`src/rtl/prbs_pkg.sv`:
```
// Shared definitions for the PRBS-15 pattern link (transmit block and link checker).
package prbs_pkg;

  localparam int PRBS_W    = 15;
  localparam int TAP_HI    = 14;
  localparam int TAP_LO    = 13;
  localparam int BYTE_W    = 8;
  localparam int PAT_BYTES = 4;

  localparam logic [PRBS_W-1:0] PRBS_SEED_DEFAULT = 15'h7FFF;

  typedef enum logic [1:0] {
    ST_IDLE    = 2'd0,
    ST_PATTERN = 2'd1,
    ST_PRBS    = 2'd2,
    ST_DONE    = 2'd3
  } tx_state_e;

  function automatic logic [BYTE_W-1:0] pattern_byte(input logic [31:0] word,
                                                     input logic [1:0]  idx);
    return word[BYTE_W*idx +: BYTE_W];
  endfunction

endpackage

```
`src/rtl/prbs_pattern_tx_lfsr.sv`:
```
// PRBS-15 (x^15+x^14+1) eight-step unroll; the first generated bit lands in byte_out[7].
module prbs15_lfsr
  import prbs_pkg::*;
(
  input  logic [PRBS_W-1:0] lfsr_state,
  output logic [PRBS_W-1:0] next_state,
  output logic [BYTE_W-1:0] byte_out
);

  always_comb begin
    logic [PRBS_W-1:0] s;
    logic              fb;
    s        = lfsr_state;
    fb       = 1'b0;
    byte_out = '0;
    for (int i = 0; i < BYTE_W; i++) begin
      fb                     = s[TAP_HI] ^ s[TAP_LO];
      byte_out[BYTE_W-1-i]   = fb;
      s                      = {s[PRBS_W-2:0], fb};
    end
    next_state = s;
  end

endmodule

```
`src/rtl/prbs_pattern_tx.sv`:
```
// Pattern/PRBS-15 transmitter: n repetitions of a 4-byte pattern, then PRBS_BYTES PRBS bytes,
// one byte per valid/ready beat, with byte_num/seq_num sideband matching the link checker.
module prbs_pattern_tx
  import prbs_pkg::*;
#(
  parameter int                PRBS_BYTES = 16,
  parameter logic [PRBS_W-1:0] SEED       = PRBS_SEED_DEFAULT
) (
  input  logic        clk,
  input  logic        rst,
  input  logic        start,
  input  logic [31:0] pattern,
  input  logic [7:0]  n,
  input  logic        tx_ready,
  output logic [7:0]  data_out,
  output logic        data_valid,
  output logic [1:0]  byte_num,
  output logic [7:0]  seq_num,
  output logic        prbs_phase,
  output logic        busy,
  output logic        done
);

  localparam logic [7:0] LAST_PRBS = 8'(PRBS_BYTES - 1);

  tx_state_e          state_q, state_d;
  logic [31:0]        pat_q, pat_d;
  logic [7:0]         n_q, n_d;
  logic [PRBS_W-1:0]  lfsr_q, lfsr_d;
  logic [7:0]         prbs_cnt_q, prbs_cnt_d;
  logic [7:0]         data_out_q, data_out_d;
  logic               data_valid_q, data_valid_d;
  logic [1:0]         byte_num_q, byte_num_d;
  logic [7:0]         seq_num_q, seq_num_d;
  logic               prbs_phase_q, prbs_phase_d;
  logic               busy_q, busy_d;
  logic               done_q, done_d;

  logic [PRBS_W-1:0]  lfsr_next_s;
  logic [BYTE_W-1:0]  lfsr_byte_s;
  logic               accept_s;
  logic [1:0]         byte_num_inc_s;

  // lfsr_q always holds the state the next presented PRBS byte is generated from;
  // it advances exactly once per byte, as that byte is put on data_out.
  prbs15_lfsr u_lfsr (
    .lfsr_state (lfsr_q),
    .next_state (lfsr_next_s),
    .byte_out   (lfsr_byte_s)
  );

  assign accept_s       = data_valid_q & tx_ready;
  assign byte_num_inc_s = byte_num_q + 2'd1;

  // Next-state and registered-output computation.
  always_comb begin
    state_d      = state_q;
    pat_d        = pat_q;
    n_d          = n_q;
    lfsr_d       = lfsr_q;
    prbs_cnt_d   = prbs_cnt_q;
    data_out_d   = data_out_q;
    data_valid_d = data_valid_q;
    byte_num_d   = byte_num_q;
    seq_num_d    = seq_num_q;
    prbs_phase_d = prbs_phase_q;
    busy_d       = busy_q;
    done_d       = 1'b0;

    case (state_q)
      ST_IDLE: begin
        if (start) begin
          pat_d        = pattern;
          n_d          = n;
          prbs_cnt_d   = 8'd0;
          byte_num_d   = 2'd0;
          seq_num_d    = 8'd0;
          data_valid_d = 1'b1;
          busy_d       = 1'b1;
          if (n != 8'd0) begin
            state_d      = ST_PATTERN;
            lfsr_d       = SEED;
            data_out_d   = pattern[7:0];
            prbs_phase_d = 1'b0;
          end else begin
            state_d      = ST_PRBS;
            lfsr_d       = lfsr_next_s;
            data_out_d   = lfsr_byte_s;
            prbs_phase_d = 1'b1;
          end
        end else begin
          busy_d = 1'b0;
        end
      end

      ST_PATTERN: begin
        if (accept_s) begin
          if ((byte_num_q == 2'd3) && (seq_num_q == (n_q - 8'd1))) begin
            state_d      = ST_PRBS;
            byte_num_d   = 2'd0;
            seq_num_d    = 8'd0;
            prbs_phase_d = 1'b1;
            lfsr_d       = lfsr_next_s;
            data_out_d   = lfsr_byte_s;
          end else begin
            byte_num_d = byte_num_inc_s;
            data_out_d = pattern_byte(pat_q, byte_num_inc_s);
            if (byte_num_q == 2'd3) begin
              seq_num_d = seq_num_q + 8'd1;
            end else begin
              seq_num_d = seq_num_q;
            end
          end
        end else begin
          state_d = ST_PATTERN;
        end
      end

      ST_PRBS: begin
        if (accept_s) begin
          if (prbs_cnt_q == LAST_PRBS) begin
            state_d      = ST_DONE;
            data_valid_d = 1'b0;
            prbs_phase_d = 1'b0;
            data_out_d   = 8'd0;
            done_d       = 1'b1;
          end else begin
            prbs_cnt_d = prbs_cnt_q + 8'd1;
            lfsr_d     = lfsr_next_s;
            data_out_d = lfsr_byte_s;
          end
        end else begin
          state_d = ST_PRBS;
        end
      end

      ST_DONE: begin
        state_d    = ST_IDLE;
        busy_d     = 1'b0;
        lfsr_d     = SEED;
        prbs_cnt_d = 8'd0;
      end

      default: begin
        state_d = ST_IDLE;
      end
    endcase
  end

  // State and output registers.
  always_ff @(posedge clk or posedge rst) begin
    if (rst) begin
      state_q      <= ST_IDLE;
      pat_q        <= 32'd0;
      n_q          <= 8'd0;
      lfsr_q       <= SEED;
      prbs_cnt_q   <= 8'd0;
      data_out_q   <= 8'd0;
      data_valid_q <= 1'b0;
      byte_num_q   <= 2'd0;
      seq_num_q    <= 8'd0;
      prbs_phase_q <= 1'b0;
      busy_q       <= 1'b0;
      done_q       <= 1'b0;
    end else begin
      state_q      <= state_d;
      pat_q        <= pat_d;
      n_q          <= n_d;
      lfsr_q       <= lfsr_d;
      prbs_cnt_q   <= prbs_cnt_d;
      data_out_q   <= data_out_d;
      data_valid_q <= data_valid_d;
      byte_num_q   <= byte_num_d;
      seq_num_q    <= seq_num_d;
      prbs_phase_q <= prbs_phase_d;
      busy_q       <= busy_d;
      done_q       <= done_d;
    end
  end

  assign data_out   = data_out_q;
  assign data_valid = data_valid_q;
  assign byte_num   = byte_num_q;
  assign seq_num    = seq_num_q;
  assign prbs_phase = prbs_phase_q;
  assign busy       = busy_q;
  assign done       = done_q;

endmodule

```
`config.mk`:
```
export PLATFORM = sky130hd
export DESIGN_NAME = prbs_pattern_tx
export DESIGN_NICKNAME = d
export VERILOG_FILES = /design/src/rtl/prbs_pkg.sv /design/src/rtl/prbs_pattern_tx_lfsr.sv /design/src/rtl/prbs_pattern_tx.sv
export SDC_FILE = /design/constraint.sdc
export NUM_CORES = 1
export LEC_CHECK = 0
export CORE_MARGIN = 5
export CORE_UTILIZATION = 45
export CTS_CLUSTER_DIAMETER = 40
export DETAILED_ROUTE_END_ITERATION = 8
export PLACE_DENSITY = 0.77
export REMOVE_ABC_BUFFERS = 1
export SLEW_MARGIN = 10
export SYNTH_ARGS = -nofsm -noshare
export SYNTH_HDL_FRONTEND = slang
export SYNTH_SLANG_ARGS = --single-unit
```
`constraint.sdc`:
```
create_clock -name clk -period 3.5 [get_ports clk]
set_input_delay 0.7 -clock clk [delete_from_list [all_inputs] [get_ports clk]]
set_output_delay 0.7 -clock clk [all_outputs]
set_load 0.05 [all_outputs]
```
==> results.json <==
{
  "initial_core_util_pct": 45.98,
  "synthArstFlopShare_pct": 100.0,
  "dr.pass1.iters": 6,
  "cpMaxStageDelayCell": "or4b_1",
  "ys_types": 55,
  "path_clk_slew_ns": 0.08,
  "ys_ff_latch": 87,
  "postCtsSetupRepairBufs": 0,
  "row_count": 37,
  "synth.largest_area_cell": "dfrtp_1",
  "fin_skew_ns": 0.01272,
  "grt_max_degree": 49,
  "yosys.area.top_type_share_pct": 38.13,
  "outcome": "finished clean",
  "arrival_ns": 3.28,
  "syn_inst": 431,
  "syn_to_final_growth_pct": 19.99,
  "worstMarginPinSlew_ns": 0.8233,
  "synth.avg_cell_area_um2": 10.96,
  "comb_power_share_pct": 55.0,
  "final_area_um2": 5670,
  "overflow": 0,
  "vdd_ir_drop_max_mv": 0.4328,
  "hold_buffers": 0,
  "hold_class": "register to register",
  "power.share.sequential_pct": 33.6,
  "crit_chain": "inv_1, ha_1, nor3b_2, a21oi_1, nor4b_4, a41oi_4, or4b_1, buf_4, mux2_1",
  "synth-main-ff-cell": "dfrtp_1",
  "rsz0062_at_grt": "no",
  "p_total_mw": 5.457,
  "cp_max_fo": 15,
  "grt_first_pass_wirelength_um": 18060,
  "cts_buffer_depth": 2,
  "power_switching_mw": 2.284,
  "core-area_um2": 10280,
  "worst_path_largest_cell_delay_ns": 0.56,
  "slew_headroom_pct": 45.11,
  "die_w_um": 112.5,
  "synth_edf_count": 0,
  "placed_area_um2": 5507,
  "endpoint_kind": "register",
  "drtAntennaViolNets": 0,
  "setup_tns_ns": 0,
  "port_buffers": 65,
  "cts_resized": 0,
  "ys_warn_count": 0,
  "fin_crit_sh_pct": 85.89,
  "maxCapViolCount": 0,
  "antenna_found_initial": 0,
  "synthTopCellsByArea": "dfrtp_1 (38%), mux2_2 (9.5%), dfstp_2 (8.3%), nand2_1 (4.4%), mux4_2 (3.8%)",
  "final_hold_viol_count": 0,
  "clk_latency_ns": 0.35,
  "pwr-share-clk_pct": 11.4,
  "cts_buffers": 9,
  "cp.required_ns": 3.77,
  "fin_crit_ns": 3.006,
  "num_io_pins": 66,
  "intPower_mw": 3.173,
  "track_usage_pct": 17.55,
  "cp_num_buf_inv": 2,
  "setup_viol": 0,
  "layout-drive-gt1-share_pct": 20.88,
  "grt_pass1_vias": 3714,
  "max_clock_freq_mhz": 332.6,
  "die_area_um2": 12650,
  "p_leak_nw": 2.361,
  "root_buffer": "clkbuf_8",
  "cts.htree.levels": 3,
  "power.share.switching_pct": 41.85,
  "via_count": 3543,
  "nets": 546,
  "wl_um": 10650,
  "gp_congestion": 0.8637,
  "wl_per_cell_um": 16.79,
  "cts.sinks": 87,
  "hpwl_um": 7938,
  "drt_iter0_drc": 157,
  "crit_type": "register to register",
  "critPathTopFamily": "simple AND/OR/NAND/NOR gates",
  "ys_seq_area_share_pct": 46.47,
  "via_per_inst": 5.588,
  "worstSetupStartpointType": "register",
  "syn_area_um2": 4726,
  "cts_tree": "done",
  "drc_errors": 0,
  "dieHeight_um": 112.5,
  "hold_slack_ns": 0.5077,
  "slew_violations": 0,
  "antennaDiodeCount": 0,
  "power_density_nw_per_um2": 962.4
}
-- power by group through the flow --
| stage | clock network, mW | logic (mW) | registers (mW) |
|---|---|---|---|
| after floorplan | 0 | 1.99 | 2.05 |
| after global placement | 0 | 2.88 | 1.83 |
| after detailed placement | 0 | 3.00 | 1.85 |
| after CTS | 0.637 | 3.01 | 1.84 |
| after global routing | 0.681 | 3.28 | 1.90 |
| final | 0.620 | 3.00 | 1.84 |
-- per-stage QoR --
step                std cells  worst slack [ns]  util, %
finish                    634            0.4937    55.17
global route              634            0.3581    55.17
CTS                       634            0.5208    55.17
detailed placement        619            0.5585    53.58
global placement          619            0.6750    53.58
floorplan                 411            0.4075        -
-- worst paths after layout --
check | endpoint | slack, ns | cells after the start | start
min reg2reg | pat_q[22] | 0.51 | 1 | pat_q[22]
max | lfsr_q[13] | 0.49 | 9 | n_q[0]
max in group asynchronous | byte_num[1] | 1.94 | 3 | rst
min | pat_q[22] | 0.51 | 1 | pat_q[22]
min in group asynchronous | pat_q[14] | 0.80 | 2 | rst
max reg2reg | lfsr_q[13] | 0.49 | 9 | n_q[0]
-- synth_stat cells (3+ instances only) --
library cell  count
dfrtp_1          72
nand2_1          56
mux2_2           40
nor2_1           31
a21oi_1          19
xnor2_1          19
clkbuf_1         18
o21ai_0          16
dfstp_2          15
inv_1            14
mux2_4           10
xor2_1           10
a2bb2oi_1         8
ha_1              8
mux4_2            8
nor3_1            8
o31ai_1           8
nand3_1           6
and3_1            5
mux2_1            5
mux2i_1           4
nand4_1           4
a211oi_1          3
nor2b_1           3
nor4_1            3
-- placed cells by master, fill, tap and decap left out, drive strengths merged, types with 3 or more instances in the layout --
master	n
nor3b	3
mux2	55
and3	5
dfrtp	72
a211oi	3
nor4	4
inv	13
clkdlybuf4s50	65
nand4	4
nor3	9
xnor2	19
a2bb2oi	8
a21oi	19
buf	7
o31ai	8
ha	8
nor2b	3
nand2	56
clkbuf	11
mux4	8
o21ai	17
nor2	31
mux2i	4
nand3	6
clkinv	4
xor2	10
dfstp	15
-- flip-flops by register name, indices dropped and copies added, names as in the netlist --
| name | cells |
|---|---|
| byte_num | 2 |
| done | 1 |
| data_valid | 1 |
| state_q | 2 |
| seq_num | 8 |
| data_out | 8 |
| prbs_cnt_q | 8 |
| lfsr_q | 15 |
| n_q | 8 |
| prbs_phase | 1 |
| busy | 1 |
| pat_q | 32 |
-- layout make-up --
class	instances	area, um2
clock buffer	11	141.4
clock inverter	4	22.52
fill	889	4607
inverter	14	53.80
multi-input combinational	310	2384
sequential	87	2196
tap	136	170.2
timing repair buffer	72	703.2
-- worst register-to-register path, stage by stage, from the launching register on --
cell     delay (ns)
dfrtp_1        0.44
inv_1          0.08
ha_1           0.21
nor3b_2        0.26
a21oi_1        0.14
nor4b_4        0.44
a41oi_4        0.23
or4b_1         0.56
buf_4          0.24
mux2_1         0.34
-- cell families (layout without fill, tap and decap cells) --
logic type	Yosys count	after routing	share of synthesized area, %
XOR/XNOR	29	29	5.375
multiplexers	67	67	18.56
buffers and inverters	34	101	3.203
adder cells (fa/ha/maj)	8	8	2.118
flip-flops	87	87	46.47
AO/OA/AOI/OAI	71	71	10.19
AND/OR/NAND/NOR	135	135	14.09
-- metal layers --
layer | vias up | wire [um] | global-route usage, %
li1 | 1660 | - | -
met1 | 1766 | 4509 | 21.93
met2 | 107 | 5157 | 28.68
met3 | 10 | 845 | 6.469
met4 | 0 | 135 | 4.968
met5 | - | 0 | 0
Note: power is estimated with default switching activity, not from simulation.
